==> src/rtl/seq_approx_divider_pkg.sv <==
// div_pkg: shared types and bit-level cell models for the sequential
// triangular approximate divider.
//   state_e     - controller states (IDLE, BUSY, DONE)
//   is_approx   - selects the approximate cell for row k, column j
//   exact_cell  - full ripple-borrow subtractor cell, returns {bout, diff}
//   approx_cell - approximate subtractor cell, returns {bout, diff}
package div_pkg;

  typedef enum logic [1:0] {
    IDLE = 2'd0,
    BUSY = 2'd1,
    DONE = 2'd2
  } state_e;

  // The approximate region is the triangle of cells whose row+column index
  // lies below the requested level; level 0 therefore selects no cell.
  function automatic logic is_approx(input int k, input int j, input int lvl);
    return (k + j) < lvl;
  endfunction

  // Exact subtractor cell x - y - b.
  function automatic logic [1:0] exact_cell(input logic x, input logic y, input logic b);
    logic diff;
    logic bout;
    diff = x ^ y ^ b;
    bout = (~x & y) | (~(x ^ y) & b);
    return {bout, diff};
  endfunction

  // Approximate subtractor cell: difference only survives when nothing is
  // subtracted, borrow only generated when y is set.
  function automatic logic [1:0] approx_cell(input logic x, input logic y, input logic b);
    logic diff;
    logic bout;
    diff = x & ~y & ~b;
    bout = y & (~x | b);
    return {bout, diff};
  endfunction

endpackage

==> src/rtl/seq_approx_divider_div_row.sv <==
// div_row: one combinational row of DW subtractor cells.
// Subtracts d from the low DW bits of the partial-remainder window and
// produces the quotient bit for this row plus the restored/reduced low bits.
//   x       - low DW bits of the window
//   top     - window MSB (forces a quotient 1 when set)
//   d       - divisor
//   k       - row index (quotient bit position)
//   lvl     - approximation level for this transaction
//   q_bit   - quotient bit for row k
//   new_low - difference when q_bit is 1, otherwise x unchanged
module div_row
  import div_pkg::*;
#(
  parameter int DW = 8,
  parameter int KW = (DW > 1) ? $clog2(DW) : 1,
  parameter int LW = $clog2(2 * DW)
) (
  input  logic [DW-1:0] x,
  input  logic          top,
  input  logic [DW-1:0] d,
  input  logic [KW-1:0] k,
  input  logic [LW-1:0] lvl,
  output logic          q_bit,
  output logic [DW-1:0] new_low
);

  logic [DW:0]   borrow;
  logic [DW-1:0] diff;

  assign borrow[0] = 1'b0;

  generate
    for (genvar gi = 0; gi < DW; gi++) begin : g_col
      logic [1:0] cell_exact;
      logic [1:0] cell_approx;
      logic       use_approx;

      assign cell_exact  = exact_cell(x[gi], d[gi], borrow[gi]);
      assign cell_approx = approx_cell(x[gi], d[gi], borrow[gi]);
      assign use_approx  = is_approx(int'(k), gi, int'(lvl));
      assign {borrow[gi+1], diff[gi]} = use_approx ? cell_approx : cell_exact;
    end
  endgenerate

  // A set window MSB means the window already exceeds any DW-bit divisor.
  assign q_bit   = top | ~borrow[DW];
  assign new_low = q_bit ? diff : x;

endmodule

==> src/rtl/seq_approx_divider.sv <==
// seq_approx_divider: sequential restoring divider, one quotient bit per
// clock from MSB to LSB, with a per-transaction triangular approximate
// region in the subtractor array.
//   clk, rst            - clock, asynchronous active-high reset
//   in_valid, in_ready  - operand handshake (accepted only in IDLE)
//   n, d, approx_lvl    - 2*DW-bit numerator, DW-bit divisor, level (0 = exact)
//   out_valid, out_ready- result handshake (held in DONE until accepted)
//   q, r                - quotient and remainder (truncated array result)
//   div_by_zero, q_ovf  - d was zero / exact quotient exceeds DW bits
module seq_approx_divider
  import div_pkg::*;
#(
  parameter int DW = 8,
  parameter int LW = $clog2(2 * DW)
) (
  input  logic            clk,
  input  logic            rst,
  input  logic            in_valid,
  output logic            in_ready,
  input  logic [2*DW-1:0] n,
  input  logic [DW-1:0]   d,
  input  logic [LW-1:0]   approx_lvl,
  output logic            out_valid,
  input  logic            out_ready,
  output logic [DW-1:0]   q,
  output logic [DW-1:0]   r,
  output logic            div_by_zero,
  output logic            q_ovf
);

  localparam int KW = (DW > 1) ? $clog2(DW) : 1;

  state_e        state_q, state_d;
  logic [DW:0]   w_q, w_d;        // partial-remainder window
  logic [DW-2:0] n_lo_q, n_lo_d;  // numerator bits still to be shifted in
  logic [DW-1:0] d_q, d_d;
  logic [LW-1:0] lvl_q, lvl_d;
  logic [KW-1:0] k_q, k_d;
  logic [DW-1:0] quo_q, quo_d;
  logic [DW-1:0] rem_q, rem_d;
  logic          dbz_q, dbz_d;
  logic          ovf_q, ovf_d;

  logic          row_q_bit;
  logic [DW-1:0] row_new_low;

  div_row #(
    .DW(DW),
    .KW(KW),
    .LW(LW)
  ) u_row (
    .x      (w_q[DW-1:0]),
    .top    (w_q[DW]),
    .d      (d_q),
    .k      (k_q),
    .lvl    (lvl_q),
    .q_bit  (row_q_bit),
    .new_low(row_new_low)
  );

  always_ff @(posedge clk or posedge rst) begin
    if (rst) begin
      state_q <= IDLE;
      w_q     <= '0;
      n_lo_q  <= '0;
      d_q     <= '0;
      lvl_q   <= '0;
      k_q     <= '0;
      quo_q   <= '0;
      rem_q   <= '0;
      dbz_q   <= 1'b0;
      ovf_q   <= 1'b0;
    end else begin
      state_q <= state_d;
      w_q     <= w_d;
      n_lo_q  <= n_lo_d;
      d_q     <= d_d;
      lvl_q   <= lvl_d;
      k_q     <= k_d;
      quo_q   <= quo_d;
      rem_q   <= rem_d;
      dbz_q   <= dbz_d;
      ovf_q   <= ovf_d;
    end
  end

  always_comb begin
    state_d   = state_q;
    w_d       = w_q;
    n_lo_d    = n_lo_q;
    d_d       = d_q;
    lvl_d     = lvl_q;
    k_d       = k_q;
    quo_d     = quo_q;
    rem_d     = rem_q;
    dbz_d     = dbz_q;
    ovf_d     = ovf_q;
    in_ready  = 1'b0;
    out_valid = 1'b0;

    case (state_q)
      IDLE: begin
        in_ready = 1'b1;
        if (in_valid) begin
          state_d = BUSY;
          w_d     = n[2*DW-1:DW-1];
          n_lo_d  = n[DW-2:0];
          d_d     = d;
          lvl_d   = approx_lvl;
          k_d     = KW'(DW - 1);
          quo_d   = '0;
          rem_d   = '0;
          dbz_d   = (d == '0);
          ovf_d   = (n[2*DW-1:DW] >= d);
        end
      end

      BUSY: begin
        quo_d[k_q] = row_q_bit;
        if (k_q != '0) begin
          // Shift the next numerator bit into the window for row k-1.
          w_d = {row_new_low, n_lo_q[k_q - 1'b1]};
          k_d = k_q - 1'b1;
        end else begin
          rem_d   = row_new_low;
          state_d = DONE;
        end
      end

      DONE: begin
        out_valid = 1'b1;
        if (out_ready) begin
          state_d = IDLE;
        end
      end

      default: begin
        state_d = IDLE;
      end
    endcase
  end

  assign q           = quo_q;
  assign r           = rem_q;
  assign div_by_zero = dbz_q;
  assign q_ovf       = ovf_q;

endmodule

==> config.mk <==
export PLATFORM = sky130hd
export DESIGN_NAME = seq_approx_divider
export DESIGN_NICKNAME = d
export VERILOG_FILES = /design/src/rtl/seq_approx_divider_pkg.sv /design/src/rtl/seq_approx_divider_div_row.sv /design/src/rtl/seq_approx_divider.sv
export SDC_FILE = /design/constraint.sdc
export NUM_CORES = 1
export LEC_CHECK = 0
export ABC_AREA = 1
export CORE_MARGIN = 4
export CORE_UTILIZATION = 40
export DETAILED_ROUTE_END_ITERATION = 8
export GPL_TIMING_DRIVEN = 0
export PLACE_DENSITY = 0.68
export SYNTH_ARGS = -nofsm -noshare
export SYNTH_HDL_FRONTEND = slang
export SYNTH_HIERARCHICAL = 1
export SYNTH_SLANG_ARGS = --single-unit
==> constraint.sdc <==
create_clock -name clk -period 7.55 [get_ports clk]
set_clock_uncertainty 0.15 [all_clocks]
set_input_delay 1.1325 -clock clk [delete_from_list [all_inputs] [get_ports clk]]
set_output_delay 1.1325 -clock clk [all_outputs]
set_load 0.005 [all_outputs]
* Word level (Yosys, flattened, before mapping)
Index checks and enable logic that the tools add are counted.
W data, S select, Z words.
** Cells by class
- Reduce and logical (&&, ||, !) cells :: 10
- Equal/unequal tests :: 6
- Multiplexer cells :: 30
- Magnitude comparators :: 12
- Add/sub/neg operators :: 8
- Bitwise logic cells :: 98
** Operators by type and width (number)
- $lt A32 B5 Y1 :: 6
- $and A1 B1 Y1 :: 37
- $pmux W8 S2 :: 2
- $not A1 Y1 :: 31
- $mux W8 :: 3
- $mux W2 :: 10
- $mux W9 :: 2
- $pmux W9 S2 :: 1
- $add A3 B3 Y4 const B :: 4
- $or A1 B1 Y1 :: 15
- $xor A1 B1 Y1 :: 15
- $reduce_and A3 Y1 :: 3
- $add A3 B2 Y4 const B :: 2
- $bwmux W8 :: 1
- $ge A8 B8 Y1 :: 1
- $logic_not A8 Y1 :: 1
- $lt A3 B4 Y1 const B :: 2
- $ne A2 B2 Y1 const B :: 4
- $mux W3 :: 2
- $pmux W2 S3 :: 1
- $pmux W3 S2 :: 1
- $mux W1 :: 5
- $add A3 B1 Y4 const B :: 1
- $lt A3 B4 Y1 :: 1
- 12 further kinds :: 13
** Word-level totals
- Word-level logic and storage cells :: 174
- Bits of input ports :: 32
- Output and inout port bits :: 20
- Register bits :: 51

* Longest topological paths before layout
Gate-level depths: netlist of run 1.
- Depth after elaboration :: 28
- Mapped depth :: 33
- Depth with buffers taken out :: 33

* Hierarchy
The synthesis of run 1 kept the hierarchy.
** Modules (own cells, without submodules)
- seq_approx_divider :: area each 2507.4 um^2, seq. area each 1276.2 um^2, cells an instance 295, times used 1
- div_row :: area each 1358.8 um^2, seq. area each 0.0 um^2, cells an instance 192, times used 1

* Worst setup path before layout of run 1
OpenSTA, ideal clock, no wires.
- Path kind :: reg-to-reg
- Start :: reg k_q[1]
- End :: reg w_q[1]
- Library setup time :: 82 ps
- Data required time :: 7318 ps
- Data arrival time :: 5163 ps
- Path slack :: 2155 ps
- Path buffers :: 0
- Stages on the path, launching flop included :: 33
- Clock period less this slack :: 5395 ps
- Cells stage by stage :: dfrtp_1 inv_1 ha_1 ha_1 nand2_2 nand2_2 nand2_2 nand2_2 nand2_2 nand2_1 fa_1 nand2_1 nand2_1 fa_1 nand2_1 nand2_1 fa_1 nand2_1 nand2_1 fa_1 nand2_1 a21boi_1 fa_1 or2_2 nand2_1 fa_1 nor2_1 nor2_4 nand2_8 nand2_1 nand2_1 nand2_1 a31oi_1
** On the way
- Word-level cells in the longest chain between the ends :: 26
- Elaborated cells between the ends (all ways) :: 55
- Classes of those cells :: 7 x add/sub; 8 x order compare; 1 x eq/ne; 11 x mux; 26 x bitwise; 2 x reduce/logical
** RTL lines
- from (decl) :: line seq_approx_divider.sv:38 : logic [KW-1:0] k_q, k_d;
- from (signal assigned) :: line seq_approx_divider.sv:79 : k_q <= k_d;
- $add A3 B1 Y4 :: line seq_approx_divider_pkg.sv:18 : return (k + j) < lvl;
- $lt A32 B5 Y1 :: line seq_approx_divider_pkg.sv:18
- $mux W2 :: line seq_approx_divider_div_row.sv:41 : assign {borrow[gi+1], diff[gi]} = use_approx ? cell_approx : cell_exact;
- $and A1 B1 Y1 / $or A1 B1 Y1 (equally long branches) :: line seq_approx_divider_pkg.sv:26, seq_approx_divider_pkg.sv:36
- $or A1 B1 Y1 / $and A1 B1 Y1 (equally long branches) :: line seq_approx_divider_pkg.sv:26, seq_approx_divider_pkg.sv:36
- $mux W2 :: line seq_approx_divider_div_row.sv:41
- $and A1 B1 Y1 / $or A1 B1 Y1 (equally long branches) :: line seq_approx_divider_pkg.sv:26, seq_approx_divider_pkg.sv:36
- $or A1 B1 Y1 / $and A1 B1 Y1 (equally long branches) :: line seq_approx_divider_pkg.sv:26, seq_approx_divider_pkg.sv:36
- [12 not listed]
- $mux W2 (*) :: line seq_approx_divider_div_row.sv:41
- $not A1 Y1 (*) :: line seq_approx_divider_div_row.sv:46 : assign q_bit = top | ~borrow[DW];
- $or A1 B1 Y1 (*) :: line seq_approx_divider_div_row.sv:46
- net row_q_bit :: line seq_approx_divider.sv:44 : logic row_q_bit;
- $mux W8 (*) :: line seq_approx_divider_div_row.sv:47 : assign new_low = q_bit ? diff : x;
- net row_new_low[0] :: line seq_approx_divider.sv:45 : logic [DW-1:0] row_new_low;
- $mux W9 (*) :: line seq_approx_divider.sv:120 : if (k_q != '0) begin
- $pmux W9 S2 (*) :: line seq_approx_divider.sv:101 : case (state_q)
- to (signal assigned) :: line seq_approx_divider.sv:75 : w_q <= w_d;
- to (decl) :: line seq_approx_divider.sv:34 : logic [DW:0] w_q, w_d;
Mark *: on every way through the listed nets, which the timed path passes. The rest lies on a longest branch. The select of a mux whose other input is x is not followed.
A chain may end at the register's enable or synchronous reset.

* Worst setup path after layout of run 1
- Start :: reg k_q[1]
- End :: reg w_q[4]
The elaborated chain is that of the path after synthesis.

==> key figures, run 1 <==
STA
  – Min cycle time layout: 6.05 ns
  – Max Slew Vio Count: 0
  – Setup TNS: 0 ns
  – RSZ-0062 raised after global routing: false
  – Worst hold slack: 0.339 ns
  – Final period util: 80.2%
  – Final worst setup slack: 1.50 ns
  – Fin. Hold Viols: 0
  – F_max: 165 MHz
  – Worst Tran Pin Value: 0.512 ns
  – Final setup violation count: 0
  – Rel. slew slack: 65.8%

Route
  – DR DRC count: 0
  – Wirelength per Cell: 13.1 um
  – Final wirelength: 8.88 mm
  – First-pass iteration count of the detailed router: 4
  – Via count: 3286
  – Via density: 4.86
  – Post-route antenna net violation count: 0
  – Initial DRC Count: 115

Clock tree
  – Clk_lat worst skew: 0.31 ns
  – Post-cts sizing count: 0
  – Max clock buf depth: 2
  – CTS tree: built
  – H-tree depth: 2
  – Clk slew on worst S/H paths: 0.10 ns
  – Clock Sinks: 51
  – CTS Hold Buffers Added: 0
  – Postcts setup bufs: 0
  – Number of buffers created by CTS: 5
  – CTS Root Cell: clkbuf_8

Place
  – Routability cong.: 0.858
  – Placed insts: 668
  – PortBufs: 51
  – HPWL after DPL: 7.11 mm
  – Worst Setup Slack post-DPL: 1.51 ns

GRT
  – Global route total overflow: 0
  – GRT Util Overall: 16.5%
  – Vias in the first global route: 3339
  – Largest net degree at the start of global routing: 30
  – Antenna violations before repair: 0
  – First-pass GRT wire length: 15.3 mm

Final layout
  – Finished Layout Cells: 676
  – Layout Nets: 630
  – Proportion of layout cells with a drive suffix above 1: 11.3%
  – P&R area growth vs syn: 21.3%
  – Filler cell count: 881
  – ANT cells: 0

Logic synthesis
  – Yosys cell types: 39
  – Mapped Area: 0.00387 mm2
  – Mapped Cells: 487
  – Post-synth EDFFs: 0
  – Share of synthesized registers carrying an async set or reset: 100%
  – Sequential area share after synthesis: 33.0%
  – Synth Register Bits: 51
  – Synth Flop Type: dfrtp_1
  – YS warnings: 6
  – Avg Inst Size Synth: 7.94 um2
  – Syn nets: 571

Critical path
  – CP max FO: 9
  – Crit Path Class: reg -> reg
  – WP data required: 7.63 ns
  – Highest-delay cell along the critical path: dfrtp_1
  – CP startpoint kind: flip-flop
  – Largest stage delay on the critical path: 0.56 ns
  – Setup crit end kind: flip-flop
  – Top cell by count, worst path: nand2_1
  – Worst Path Arrival: 6.13 ns

Power
  – Power Density: 510 mW/mm2
  – Total Power Consumption: 0.00239 W
  – Pleak: 2.41 nW
  – Max VDD drop: 226 uV

Run status
  – Status: finished clean

Die
  – Initial core utilization: 41.4%
  – DIE HEIGHT: 106 um
  – Die area: 0.0113 mm2
  – Die width: 106 um
  – Row count: 35
  – Core Box Area: 0.00933 mm2
  – # IOs: 52

Job
  – Max-Cap Viols: 0

Hold path
  – Worst Hold Class: reg -> reg
layer usage:
layer	track usage [%]	part of all wire, %	up-vias
met2	28.1	47	61
li1	-	-	1686
met4	5.37	2.2	0
met5	0	0	-
met3	2.61	3.4	19
met1	21.4	47	1520
state kept, by name, indices dropped and copies added, names as in the netlist:
signal / cells
q_ovf: 1
k_q: 3
r: 8
q: 8
lvl_q: 4
w_q: 9
n_lo_q: 7
d_q: 8
div_by_zero: 1
state_q: 2
synth_stat cells (5+ instances only):
cell type	number	area [um2]
o21ai_1	5	25.0
nand3_1	40	200
o22ai_1	10	62.6
fa_1	7	140
o21ai_0	18	90.1
nor2_1	29	109
nand3_2	6	60.1
a31oi_1	8	50.1
buf_2	5	25.0
nand2_2	16	100
nand2_1	128	480
a21oi_1	14	70.1
inv_1	65	244
dfrtp_1	51	1280
ha_1	45	563
area by class of cell:
cell class,instances,area [um2],share of cell area [%]
Multi-Input combinational cell,355,2230,47.5
Sequential cell,51,1280,27.2
Timing Repair Buffer,52,531,11.3
Inverter,68,255,5.44
Tap cell,129,161,3.44
Buffer,13,108,2.29
Clock buffer,6,72.6,1.55
Clock inverter,2,60.1,1.28
cell families (layout without fill, tap and decap cells):
group | after synthesis | after routing | share of synthesized area [%]
buffers and inverters | 81 | 141 | 9.38
muxes | 2 | 2 | 0.518
DFF | 51 | 51 | 33.0
adders and majority gates | 52 | 52 | 18.2
AOI/OAI and AO/OA | 69 | 69 | 11.0
and+or+nand+nor | 230 | 230 | 27.5
xor gates and xnor gates | 2 | 2 | 0.453
where the power goes:
group / internal (W) / total [W] / switching [W]
Clock: 0.000133 / 0.000228 / 0.0000950
Combinational: 0.000656 / 0.00165 / 0.000990
Sequential: 0.000393 / 0.000517 / 0.000124
metrics by stage:
stage	utilization, %	cell area, um2
6_report	50.3	4690
5_1_grt	50.3	4690
4_1_cts	50.3	4690
3_5_place_dp	48.9	4560
3_3_place_gp	48.7	4540
2_1_floorplan	-	3870
layout by cell type (no fill, tap or decap), drive strengths merged:
cell type      count
a21boi             1
a21o               4
a21oi             15
a221oi             1
a22oi              1
a31oi              8
buf               14
bufinv             2
clkbuf             6
clkdlybuf4s50     51
dfrtp             51
fa                 7
ha                45
inv               68
mux2i              2
nand2            149
nand3             46
nand4              1
nor2              33
o21a               1
o21ai             23
o21bai             2
o22ai             10
o31ai              3
or2                1
xnor2              1
xor2               1
path summary, 6_finish.rpt:
path	startpoint	to	slack, ns	cells past startpoint
worst max register to register	k_q[1]	w_q[4]	1.50	32
max in group asynchronous	rst	n_lo_q[6]	5.70	3
min in group asynchronous	rst	r[7]	1.01	2
worst min-delay path	lvl_q[2]	lvl_q[2]	0.34	2
worst max-delay path	k_q[1]	w_q[4]	1.50	32
worst min register to register	lvl_q[2]	lvl_q[2]	0.34	2
critical path, delay by kind of cell, from the launching register on:
kind | cells | cell delay, ns
AOI/OAI and AO/OA | 2 | 0.41
adders and majority gates | 8 | 2.62
buffers and inverters | 1 | 0.20
DFF | 1 | 0.56
and+or+nand+nor | 21 | 2.03
(Power assumes the default switching activity.)
==> run 2, diff against run 1 <==
Settings changed: PLACE_DENSITY 0.68 to 0.71.
Clock period 7.55 ns to 4.9 ns, I/O delays scaled along.
==> key figures, run 2 (synthesized netlist as in run 1, its figures left out) <==
Run status
  – Status: finished with violations
  – Failing checks: negative setup slack

Critical path
  – R2R setup slack: -0.38 ns
  – Crit Path Class: reg -> reg
  – R2R depth: 31
  – Largest stage delay on the critical path: 0.50 ns
  – Reg2reg end: q[3]
  – Worst R2R Start: k_q[1]
  – Top cell by count, worst path: nand2_2
  – WP data required: 4.98 ns
  – CP startpoint kind: flip-flop
  – Setup crit end kind: flip-flop
  – Worst Path Arrival: 5.36 ns
  – CP endpoint: q[3]
  – CP max FO: 8
  – Critical Path Start: k_q[1]
  – Highest-delay cell along the critical path: dfrtp_2

STA
  – Max Slew Vio Count: 0
  – Min cycle time layout: 5.28 ns
  – Rel. slew slack: 62.9%
  – Final setup violation count: 24
  – Final period util: 108%
  – RSZ-0062 raised after global routing: true
  – F_max: 189 MHz
  – Worst Tran Pin Value: 0.555 ns
  – Fin. Hold Viols: 0
  – Worst hold slack: 0.356 ns
  – Final worst setup slack: -0.379 ns

Place
  – HPWL after DPL: 7.39 mm
  – PortBufs: 51
  – Placed insts: 668
  – Worst Setup Slack post-DPL: -0.499 ns
  – Routability cong.: 0.867

Final layout
  – P&R area growth vs syn: 30.6%
  – Layout Nets: 656
  – Filler cell count: 826
  – Largest register FFs: 9
  – Flip-flop and latch area: 0.00128 mm2
  – Proportion of layout cells with a drive suffix above 1: 24.3%
  – Most common cell after layout, fill and taps aside: nand2_1
  – Most frequent cells in the layout: nand2_1, inv_1, clkdlybuf4s50_1
  – ANT cells: 0
  – Finished Layout Cells: 702
  – Most flops, register: w_q
  – Post-Route Utilization: 54.1%
  – Area of the multi-input gates: 0.00243 mm2

Die
  – DIE HEIGHT: 106 um
  – Row count: 35
  – Die area: 0.0113 mm2
  – Die width: 106 um
  – Core Box Area: 0.00933 mm2
  – # IOs: 52
  – Initial core utilization: 41.4%

Route
  – First-pass iteration count of the detailed router: 4
  – Final wirelength: 9.74 mm
  – Wirelength per Cell: 13.9 um
  – Initial DRC Count: 168
  – Via count: 3468
  – Via density: 4.94
  – Post-route antenna net violation count: 0
  – DR DRC count: 0

Clock tree
  – Number of buffers created by CTS: 5
  – Max clock buf depth: 2
  – CTS Root Cell: clkbuf_8
  – Clk slew on worst S/H paths: 0.09 ns
  – CTS Hold Buffers Added: 0
  – CTS tree: built
  – H-tree depth: 2
  – Clk_lat worst skew: 0.31 ns
  – Clock Sinks: 51

GRT
  – First-pass GRT wire length: 16.5 mm
  – GRT Util Overall: 17.8%
  – Largest net degree at the start of global routing: 28
  – Global route total overflow: 0
  – Antenna violations before repair: 0
  – Vias in the first global route: 3589

Hold path
  – Worst Hold Class: reg -> reg
  – Beginning of the worst hold path: d_q[6]

Job
  – Max-Cap Viols: 0
-- run 2: area by class of cell --
cell class                      count  share of cell area [%]
Inverter                           68                    5.11
Multi-Input combinational cell    357                    48.2
Sequential cell                    51                    25.4
Timing Repair Buffer               76                    14.1
Buffer                             13                    2.13
Clock buffer                        8                    1.98
Tap cell                          129                    3.20
-- run 2: what timing repair did --
action / in CTS / in global routing
endpoints found under the hold margin: 0 / 0
setup buffers: 20 / 4
pin swaps: 21 / 21
gates resized for setup: 21 / 8
cloned: 2 / 0
setup endpoints to repair: 24 / 24
-- run 2: worst max-delay path: cells and delay by family, from the launching register on --
kind            cells  cell delay, ns
fa+ha+maj           8            2.36
simple gates       18            1.52
flops               1            0.50
compound gates      2            0.39
xor+xnor            1            0.17
buf+inv             2            0.11
-- run 2: metal layers --
layer  vias up  global-route usage, %  wire length, um
met5         -                      0                0
met4         0                   5.64              164
met3        13                   2.19              252
met2        57                   31.9             4990
met1      1663                   22.1             4340
li1       1735                      -                -
-- run 2: per-stage QoR --
stage	area (um2)	setup TNS, ns
detailed placement	4650	-10.30
floorplan	3960	-0.355
global route	5050	-13.00
finish	5050	-8.04
CTS	4980	-6.43
global placement	4630	-6.74
-- run 2: worst min-delay path by stage --
stage                    end  slack, ns  cells after the start
floorplan           lvl_q[1]       0.30                      2
global placement    lvl_q[1]       0.32                      2
detailed placement    d_q[6]       0.34                      2
CTS                   d_q[6]       0.36                      2
global route          d_q[6]       0.39                      2
finish                d_q[6]       0.36                      2
Power of run 2 is left out: the tool's default activity adds up to more than one toggle a clock period on the data nets, which glitch-free logic cannot reach.
